### src/rtl/stack_pointer_ctrl.sv
// Downward-growing stack pointer with bounds checking, shadow copy
// and sticky overflow/underflow flags.
module stack_pointer_ctrl #(
    parameter int WIDTH   = 8,
    parameter int INITIAL = 255,
    parameter int LIMIT   = 0,
    parameter int STEP_W  = 2
) (
    input  logic              clk,
    input  logic              rst,
    input  logic [STEP_W-1:0] push_n,
    input  logic [STEP_W-1:0] pop_n,
    input  logic              load,
    input  logic [WIDTH-1:0]  load_val,
    input  logic              save,
    input  logic              restore,
    input  logic              clr_err,
    output logic [WIDTH-1:0]  q,
    output logic [WIDTH-1:0]  shadow_q,
    output logic [WIDTH-1:0]  depth,
    output logic              empty,
    output logic              full,
    output logic              ovf,
    output logic              unf,
    output logic              err
);

    localparam int EW = WIDTH + STEP_W + 1;

    localparam logic [WIDTH-1:0] INIT_V = WIDTH'(INITIAL);
    localparam logic [WIDTH-1:0] LIM_V  = WIDTH'(LIMIT);

    localparam logic signed [EW-1:0] INIT_S = EW'(INITIAL);
    localparam logic signed [EW-1:0] LIM_S  = EW'(LIMIT);

    // Power-up values match the reset values.
    logic [WIDTH-1:0] q_r      = INIT_V;
    logic [WIDTH-1:0] shadow_r = INIT_V;
    logic             ovf_r    = 1'b0;
    logic             unf_r    = 1'b0;
    logic             err_r    = 1'b0;

    logic signed [EW-1:0] net;
    logic signed [EW-1:0] cand;
    logic [WIDTH-1:0]     q_nxt;
    logic                 ovf_set;
    logic                 unf_set;

    // Wide signed arithmetic so the candidate never wraps before the check.
    always_comb begin
        net     = $signed(EW'(pop_n)) - $signed(EW'(push_n));
        cand    = $signed(EW'(q_r)) + net;
        q_nxt   = q_r;
        ovf_set = 1'b0;
        unf_set = 1'b0;
        if (load) begin
            if (load_val < LIM_V) begin
                ovf_set = 1'b1;
            end else if (load_val > INIT_V) begin
                unf_set = 1'b1;
            end else begin
                q_nxt = load_val;
            end
        end else if (restore) begin
            q_nxt = shadow_r;
        end else if (cand < LIM_S) begin
            ovf_set = 1'b1;
        end else if (cand > INIT_S) begin
            unf_set = 1'b1;
        end else begin
            q_nxt = WIDTH'(cand);
        end
    end

    always_ff @(posedge clk) begin
        if (rst) begin
            q_r      <= INIT_V;
            shadow_r <= INIT_V;
            ovf_r    <= 1'b0;
            unf_r    <= 1'b0;
            err_r    <= 1'b0;
        end else begin
            q_r <= q_nxt;
            if (save) begin
                shadow_r <= q_r;
            end
            // A fresh error beats a same-cycle clear.
            ovf_r <= (ovf_r & ~clr_err) | ovf_set;
            unf_r <= (unf_r & ~clr_err) | unf_set;
            err_r <= ovf_set | unf_set;
        end
    end

    assign q        = q_r;
    assign shadow_q = shadow_r;
    assign depth    = INIT_V - q_r;
    assign empty    = (q_r == INIT_V);
    assign full     = (q_r == LIM_V);
    assign ovf      = ovf_r;
    assign unf      = unf_r;
    assign err      = err_r;

endmodule

### config.mk
export PLATFORM = sky130hd
export DESIGN_NAME = stack_pointer_ctrl
export DESIGN_NICKNAME = d
export VERILOG_FILES = /design/src/rtl/stack_pointer_ctrl.sv
export SDC_FILE = /design/constraint.sdc
export NUM_CORES = 1
export LEC_CHECK = 0
export ABC_AREA = 1
export BUFFER_PORTS_ARGS = -buffer_cell sky130_fd_sc_hd__buf_2
export CAP_MARGIN = 0
export CORE_MARGIN = 1
export CORE_UTILIZATION = 44
export DETAILED_ROUTE_END_ITERATION = 10
export PLACE_DENSITY = 0.71
export SYNTH_ARGS = -nofsm -noshare
export SYNTH_HDL_FRONTEND = slang
export SYNTH_SLANG_ARGS = --single-unit
### constraint.sdc
create_clock -name clk -period 3.1 [get_ports clk]
set_input_delay 0.465 -clock clk [delete_from_list [all_inputs] [get_ports clk]]
set_output_delay 0.465 -clock clk [all_outputs]
set_load 0.01 [all_outputs]
==> results.py, run 1 <==
metrics = {
    "die": {
        "initial_utilization_pct": 48.2,
        "ios": 47,
        "dieWidth_um": 57.9,
        "core_area_um2": 2850,
        "die_area_um2": 3350,
        "rows": 19,
        "die_y_um": 57.9,
    },
    "worst_setup_path": {
        "cp-start-kind": "input pin",
        "required_ps": 3320,
        "end_kind": "register",
        "critPathMaxFanout": 5,
        "path_class": "input pin to register",
        "arrival_ps": 2720,
    },
    "global_route": {
        "grt_pass1_wl_um": 5650,
        "grt_use_total_pct": 22.2,
        "gr-total-overflow": 0,
        "antenna_found_initial": 0,
        "grt_max_degree": 17,
        "grt_pass1_vias": 1246,
    },
    "cells_and_area": {
        "nets": 292,
        "antennaDiodeCount": 0,
        "post-route-util_pct": 56.9,
        "syn2layout_area_growth_pct": 18.1,
        "stdcell_area_um2": 1620,
        "layout-drive-gt1-share_pct": 24.3,
    },
    "run_status": {
        "violations": "DRC",
        "status": "complete, but fails checks",
    },
    "timing": {
        "max_clock_freq_ghz": 0.399,
        "slew_headroom_pct": 61.1,
        "rsz0062_at_grt": "false",
        "setup_violations": 0,
        "period_needed_ps": 2510,
        "slew_viol_final": 0,
        "tightest_slew_ps": 581,
        "final-hold-violation-count": 0,
        "fin_crit_sh_pct": 80.9,
        "finalSetupTns_ps": 0,
        "timing.final.ws_setup_ps": 593,
        "skew_ps": 3.53,
    },
    "pwr": {
        "pwr-share-comb_pct": 36.8,
        "seq_power_share_pct": 43.3,
        "netSwitchingPower_mw": 0.252,
        "p_per_area_nw_per_um2": 402,
        "p_clk_share_pct": 19.9,
        "cellLeakagePower_nw": 0.970,
        "ir_drop_uv": 272,
        "internal_power_mw": 0.401,
        "switching_share_pct": 38.5,
    },
    "synthesis": {
        "synth_enable_flop_cells": 0,
        "ys_ff_latch": 19,
        "synth_area_um2": 1380,
        "synth_seq_area_share_pct": 27.7,
        "synthArstFlopShare_pct": 0,
        "yosys_warnings": 0,
        "synth_area_leaders": "dfxtp_1, nand2_1, inv_1",
        "synth_top_cells_by_count": "nand2_1, inv_1, nor2_1",
        "synth_flop_cell": "dfxtp_1",
        "synth_fp_nets": 247,
        "synth_area_leader_cell": "dfxtp_1",
        "yosysTopAreaCellShare_pct": 27.7,
        "syn_avg_cell_area_um2": 6.14,
        "synth.most_common_cell": "nand2_1",
        "synth_cell_types": 30,
        "synth_cells": 224,
    },
    "clocking": {
        "numCtsBuffers": 3,
        "cts_sinks": 19,
        "clock_tree.buffer_depth": 2,
        "cts_resized": 0,
        "clk_pin_slew_ps": 110,
        "clk_latency_ps": 310,
        "cts_tree": "built",
        "cts-htree-levels": 1,
        "postCtsHoldBufs": 0,
        "root_buffer": "clkbuf_4",
        "cts_setup_buffers": 0,
    },
    "routing": {
        "vias": 1469,
        "via_per_inst": 4.91,
        "drt_iter0_drc": 80,
        "dr.pass1.iters": 7,
        "drc": 3,
        "wirelength_um": 3420,
        "ant_nets": 0,
        "routedWlPerCell_um": 11.4,
    },
    "place": {
        "gp_congestion": 0.845,
        "hpwl_um": 2760,
        "place_area_um2": 1600,
        "dp_slack_ps": 258,
        "port_buffers": 46,
    },
    "flow_run": {
        "maxCapViolCount": 0,
    },
    "min_path": {
        "hp-class": "input pin to register",
    },
}
registers in the layout, indices dropped and copies added, names as in the netlist:
signal,flops
unf,1
ovf,1
q,8
shadow_q,8
err,1
worst max-delay path: stages:
cell,delay [ps]
buf_2,100
ha_1,190
fa_1,490
inv_1,70
ha_1,280
nand2_1,60
nand2_1,50
nand2_1,70
nand2_1,90
nand2_1,120
nand3_1,110
nor2_1,110
nand2_1,140
nand2_4,140
nand3_2,110
o21ai_1,100
inv_1,40
area by class of cell:
type                            count  area (um^2)
Clock inverter                      1         5.00
Tap cell                           31         38.8
Sequential cell                    19          380
Fill cell                         319         1230
Timing Repair Buffer               46          230
Multi-Input combinational cell    161          805
Inverter                           38          143
Clock buffer                        3         22.5
logic make-up (layout without fill, tap and decap cells):
| family | Yosys count | after routing | share of synthesized area, % |
|---|---|---|---|
| and+or+nand+nor | 133 | 133 | 42.1 |
| buffers and inverters | 44 | 88 | 13.8 |
| AOI/OAI and AO/OA | 21 | 21 | 9.46 |
| DFF | 19 | 19 | 27.7 |
| adders and majority gates | 5 | 5 | 5.64 |
| xor gates and xnor gates | 2 | 2 | 1.27 |
per-stage QoR:
stage | hold slack [ps] | instances | power (mW)
after floorplan | 481 | 224 | 0.458
after global placement | 461 | 295 | 0.525
after detailed placement | 454 | 295 | 0.527
after CTS | 356 | 299 | 0.654
after global routing | 379 | 299 | 0.700
final | 348 | 299 | 0.653
path summary, 6_finish.rpt:
path	to	startpoint	cells after the start	slack, ps
worst max-delay path	q[2]	push_n[0]	17	590
worst min-delay path	ovf	rst	2	350
worst max register to register	q[2]	q[1]	13	1120
worst min register to register	ovf	ovf	2	470
power by group through the flow:
stage               Sequential (mW)  Combinational [mW]  Clock [mW]
floorplan                     0.292               0.166           0
global placement              0.288               0.237           0
detailed placement            0.288               0.239           0
CTS                           0.282               0.240       0.132
global route                  0.286               0.274       0.139
finish                        0.282               0.240       0.130
routing by layer:
layer  GRT usage, %  part of all wire, %  up-vias
li1               -                    -      784
met4           9.18                  2.0        0
met3           1.79                  5.1        7
met5              0                    0        -
met1           32.5                   50      625
met2           33.7                   43       53
layout by cell type (no fill, tap or decap), drive strengths merged:
master  synthesis  routed
clkbuf          2       3
or2             2       2
a21oi           4       4
clkinv          2       3
nor4            1       1
o21ai           6       6
buf             4      46
nor2           31      31
o211ai          8       8
inv            36      36
nand3          19      19
fa              2       2
o21a            1       1
nand4           3       3
xor2            1       1
dfxtp          19      19
ha              3       3
nor3            1       1
a31oi           2       2
xnor2           1       1
nand2          76      76
No activity file was read; power rests on OpenSTA's default activity.
==> run 2: changes to the inputs <==
PLACE_DENSITY = 0.74   (was 0.71)
clock period = 2.21 ns   (was 3.1 ns; I/O delays follow)
==> results.py, run 2 (same netlist as run 1, synthesis figures left out) <==
metrics = {
    "run_status": {
        "status": "finished, final reports clean",
    },
    "timing": {
        "finalSetupTns_ps": 0,
        "rsz0062_at_grt": "true",
        "final-hold-violation-count": 0,
        "tightest_slew_ps": 514,
        "fin_crit_sh_pct": 95.2,
        "setup_violations": 0,
        "slew_headroom_pct": 65.7,
        "period_needed_ps": 2100,
        "slew_viol_final": 0,
        "timing.final.ws_setup_ps": 105,
        "max_clock_freq_ghz": 0.475,
        "skew_ps": 1.90,
    },
    "routing": {
        "drt_iter0_drc": 81,
        "drc": 0,
        "wirelength_um": 3860,
        "routedWlPerCell_um": 12.0,
        "ant_nets": 0,
        "dr.pass1.iters": 4,
        "vias": 1564,
        "via_per_inst": 4.87,
    },
    "cells_and_area": {
        "multi_input_area_um2": 916,
        "layout-drive-gt1-share_pct": 36.6,
        "antennaDiodeCount": 0,
        "nets": 314,
        "final_cell_mix": "nand2_1, buf_2, inv_1, nor2_1, buf_4",
        "syn2layout_area_growth_pct": 40.5,
        "fin_cells": 321,
        "final_common_cell": "nand2_1",
        "regArea_um2": 380,
        "fillers": 288,
    },
    "worst_setup_path": {
        "critPathBufInv": 5,
        "critPathMaxStageDelay_ps": 480,
        "path_cells": "buf_8 > inv_12 > ha_4 > fa_1 > inv_2 > ha_4 > nand2_2 > nand2_2 > nand2_2 > nand2_2 > nand2_2 > nand3_2 > nor2_2 > nand2_4 > buf_4 > buf_4 > a21oi_1",
        "path_class": "input pin to register",
        "crit_top_cell": "nand2_2",
        "arrival_ps": 2340,
        "path_delay_family": "adder cells",
        "required_ps": 2450,
        "crit_slowest_cell": "fa_1",
        "end_kind": "register",
        "critPathMaxFanout": 3,
        "cp-start-kind": "input pin",
    },
    "clocking": {
        "cts-htree-levels": 1,
        "clk_latency_ps": 300,
        "root_buffer": "clkbuf_4",
        "cts_tree": "built",
        "clk_pin_slew_ps": 100,
        "postCtsHoldBufs": 0,
        "numCtsBuffers": 3,
        "cts_sinks": 19,
        "clock_tree.buffer_depth": 2,
    },
    "global_route": {
        "grt_max_degree": 17,
        "grt_pass1_vias": 1398,
        "gr-total-overflow": 0,
        "grt_use_total_pct": 24.1,
        "antenna_found_initial": 0,
        "grt_pass1_wl_um": 6250,
    },
    "die": {
        "die_y_um": 57.9,
        "rows": 19,
        "die_area_um2": 3350,
        "dieWidth_um": 57.9,
        "initial_utilization_pct": 48.2,
        "ios": 47,
        "core_area_um2": 2850,
    },
    "pwr": {
        "ir_drop_uv": 461,
        "cellLeakagePower_nw": 1.10,
        "p_per_area_nw_per_um2": 528,
    },
    "place": {
        "hpwl_um": 2960,
        "gp_congestion": 0.872,
        "dp_cells": 315,
        "dp_slack_ps": -393,
        "port_buffers": 46,
    },
    "flow_run": {
        "maxCapViolCount": 0,
    },
    "min_path": {
        "hp-class": "input pin to register",
    },
}
-- run 2: report_power, final --
| group | switching (mW) | internal, mW | leakage [nW] |
|---|---|---|---|
| Combinational | 0.248 | 0.198 | 0.931 |
| Clock | 0.106 | 0.0704 | 0.0150 |
| Sequential | 0.0314 | 0.367 | 0.157 |
-- run 2: repair_timing --
action                                 4_1_cts  5_1_grt
setup endpoints to repair                    8       11
buffers inserted                             1        1
cloned                                       0        0
pin swaps                                    3       13
endpoints found under the hold margin        0        0
gates resized for setup                      6       15
-- run 2: final timing paths --
| path | startpoint | end | slack (ps) | cells past startpoint |
|---|---|---|---|---|
| setup / recovery | pop_n[0] | ovf | 110 | 17 |
| hold / removal | rst | ovf | 270 | 2 |
| setup reg to reg | q[0] | q[5] | 350 | 12 |
| hold reg to reg | ovf | ovf | 470 | 2 |
-- run 2: area by class of cell --
class | count | area share, %
timing repair buffer | 68 | 21.5
sequential | 19 | 19.7
tap | 31 | 2.01
inverter | 38 | 8.03
multi-input combinational | 161 | 47.4
clock buffer | 4 | 1.36
-- run 2: routing by layer --
| metal | up-vias | global-route usage, % | share of wire [%] |
|---|---|---|---|
| li1 | 827 | - | - |
| met5 | - | 0 | 0 |
| met3 | 5 | 1.56 | 4.2 |
| met1 | 691 | 34.6 | 49 |
| met4 | 0 | 7.14 | 1.1 |
| met2 | 41 | 38.9 | 46 |
-- run 2: stage by stage --
step                area, um^2  hold slack (ps)  util, %  total power, mW
global placement          1800              456     63.2            0.814
floorplan                 1430              401        -            0.655
finish                    1930              268     67.7             1.02
global route              1930              279     67.7             1.09
CTS                       1860              250     65.3            0.994
detailed placement        1800              463     63.2            0.820
==> run 3: changes to the inputs <==
CELL_PAD_IN_SITES_DETAIL_PLACEMENT = 0   (was default)
CELL_PAD_IN_SITES_GLOBAL_PLACEMENT = 1   (was default)
CORE_UTILIZATION = 30   (was 44)
PLACE_DENSITY = default   (was 0.74)
PLACE_DENSITY_LB_ADDON = 0.1   (was default)
==> results.py, run 3 (same netlist as run 1, synthesis figures left out) <==
metrics = {
    "cells_and_area": {
        "layout-drive-gt1-share_pct": 39.9,
        "nets": 322,
        "syn2layout_area_growth_pct": 50.2,
        "fillers": 491,
        "final_common_cell": "nand2_1",
        "final_cell_mix": "nand2_1, buf_2, inv_1, buf_4, nor2_1",
        "fin_cells": 350,
        "antennaDiodeCount": 0,
    },
    "pwr": {
        "cellLeakagePower_nw": 1.15,
        "internal_power_mw": 0.709,
        "pwr-share-comb_pct": 42.8,
        "seq_power_share_pct": 35.8,
        "p_per_area_nw_per_um2": 540,
        "netSwitchingPower_mw": 0.407,
        "ir_drop_uv": 336,
        "p_clk_share_pct": 21.5,
        "switching_share_pct": 36.5,
    },
    "global_route": {
        "grt_use_total_pct": 17.7,
        "antenna_found_initial": 0,
        "gr-total-overflow": 0,
        "use_met1_pct": 26.1,
        "grt.met2_usage_pct": 27.7,
        "grt_max_degree": 17,
        "grt_pass1_wl_um": 6960,
        "use_met3_pct": 1.74,
        "busiest_layer": "met2",
        "grt_pass1_vias": 1432,
    },
    "worst_setup_path": {
        "end_kind": "register",
        "crit_top_cell": "nand2_2",
        "required_ps": 2360,
        "arrival_ps": 2340,
        "path_cells": "buf_8 > inv_12 > ha_4 > fa_1 > inv_2 > ha_4 > nand2_1 > nand2_1 > nand2_2 > nand2_2 > nand2_2 > nand3_4 > nand2_2 > nand2_2 > nand2_4 > nand2_8 > nand3_4 > inv_2 > nor2_1",
        "critPathMaxFanout": 5,
        "crit_slowest_cell": "fa_1",
        "r2r_slack_ps": 270,
        "cp-start-kind": "input pin",
        "critPathMaxStageDelay_ps": 490,
        "path_class": "input pin to register",
    },
    "die": {
        "dieWidth_um": 69.7,
        "core_area_um2": 4380,
        "die_area_um2": 4860,
        "ios": 47,
        "rows": 24,
        "initial_utilization_pct": 31.4,
        "die_y_um": 69.7,
    },
    "place": {
        "dp_cells": 343,
        "hpwl_um": 3280,
        "gp_congestion": 0.755,
        "port_buffers": 46,
    },
    "clocking": {
        "root_buffer": "clkbuf_8",
        "cts-htree-levels": 1,
        "cts_tree": "built",
        "numCtsBuffers": 3,
        "postCtsHoldBufs": 0,
        "cts_sinks": 19,
        "clock_tree.buffer_depth": 2,
        "clk_latency_ps": 260,
        "clk_pin_slew_ps": 70,
    },
    "timing": {
        "final-hold-violation-count": 0,
        "fin_crit_sh_pct": 99.2,
        "period_needed_ps": 2190,
        "finalSetupTns_ps": 0,
        "tightest_slew_ps": 513,
        "skew_ps": 5.37,
        "setup_violations": 0,
        "max_clock_freq_ghz": 0.456,
        "slew_headroom_pct": 65.8,
        "slew_viol_final": 0,
        "rsz0062_at_grt": "true",
    },
    "routing": {
        "via_per_inst": 4.53,
        "dr.pass1.iters": 4,
        "wirelength_um": 4170,
        "drc": 0,
        "ant_nets": 0,
        "vias": 1584,
        "drt_iter0_drc": 57,
        "routedWlPerCell_um": 11.9,
    },
    "flow_run": {
        "maxCapViolCount": 0,
    },
    "min_path": {
        "hp-class": "input pin to register",
    },
    "run_status": {
        "status": "finished, final reports clean",
    },
}
==> run 3: cell types whose count changed in the layout (fill, tap and decap cells not counted), moves of 3 or more <==
cell / previous run / this run
nor2_1: 24 / 20
nor2_4: 1 / 4
buf_4: 21 / 30
clkbuf_4: 3 / 0
clkbuf_8: 0 / 3
==> run 3: worst paths after layout <==
| check | to | from | cells after the start |
|---|---|---|---|
| hold reg to reg | ovf | ovf | 2 |
| setup reg to reg | q[4] | q[0] | 12 |
| hold / removal | unf | rst | 2 |
| setup / recovery | q[4] | pop_n[0] | 19 |
==> run 3: power groups by stage <==
stage          clock network [mW]  logic, mW  registers [mW]
5_1_grt                     0.261      0.530           0.404
6_report                    0.240      0.478           0.399
3_3_place_gp                    0      0.441           0.407
4_1_cts                     0.246      0.451           0.399
3_5_place_dp                    0      0.440           0.407
2_1_floorplan                   0      0.245           0.410
==> run 3: cell type report <==
cell class | count | area (um^2) | area share (%)
multi-input combinational | 161 | 953 | 46.2
timing repair buffer | 76 | 465 | 22.5
sequential | 19 | 380 | 18.4
inverter | 38 | 155 | 7.51
tap | 52 | 65.1 | 3.15
clock buffer | 3 | 41.3 | 2.00
clock inverter | 1 | 5.00 | 0.242
==> run 3: stage by stage <==
stage               hold slack [ps]  power, mW  setup WS [ps]  instance area [um^2]  util (%)
finish                          302       1.12           17.7                  2070      47.1
global route                    300       1.20           -102                  2070      47.1
floorplan                       401      0.655           -107                  1430         -
CTS                             297       1.10           1.73                  1990      45.3
global placement                455      0.848           -429                  1880      43.0
detailed placement              459      0.847           -450                  1880      43.0
==> run 3: layer usage <==
metal	up-vias	wire [um]
met3	4	229
met1	684	2040
met4	0	36
met5	-	0
met2	47	1870
li1	849	-
==> run 3: critical path, delay by kind of cell <==
| kind | cells | cell delay [ps] |
|---|---|---|
| and+or+nand+nor | 12 | 840 |
| buffers and inverters | 4 | 280 |
| adders and majority gates | 3 | 880 |
==> run 3: repair_timing <==
action                     in CTS  in global routing
buffers inserted                3                  0
setup endpoints to repair      10                 11
pin swaps                      10                  5
resized for setup               8                 20
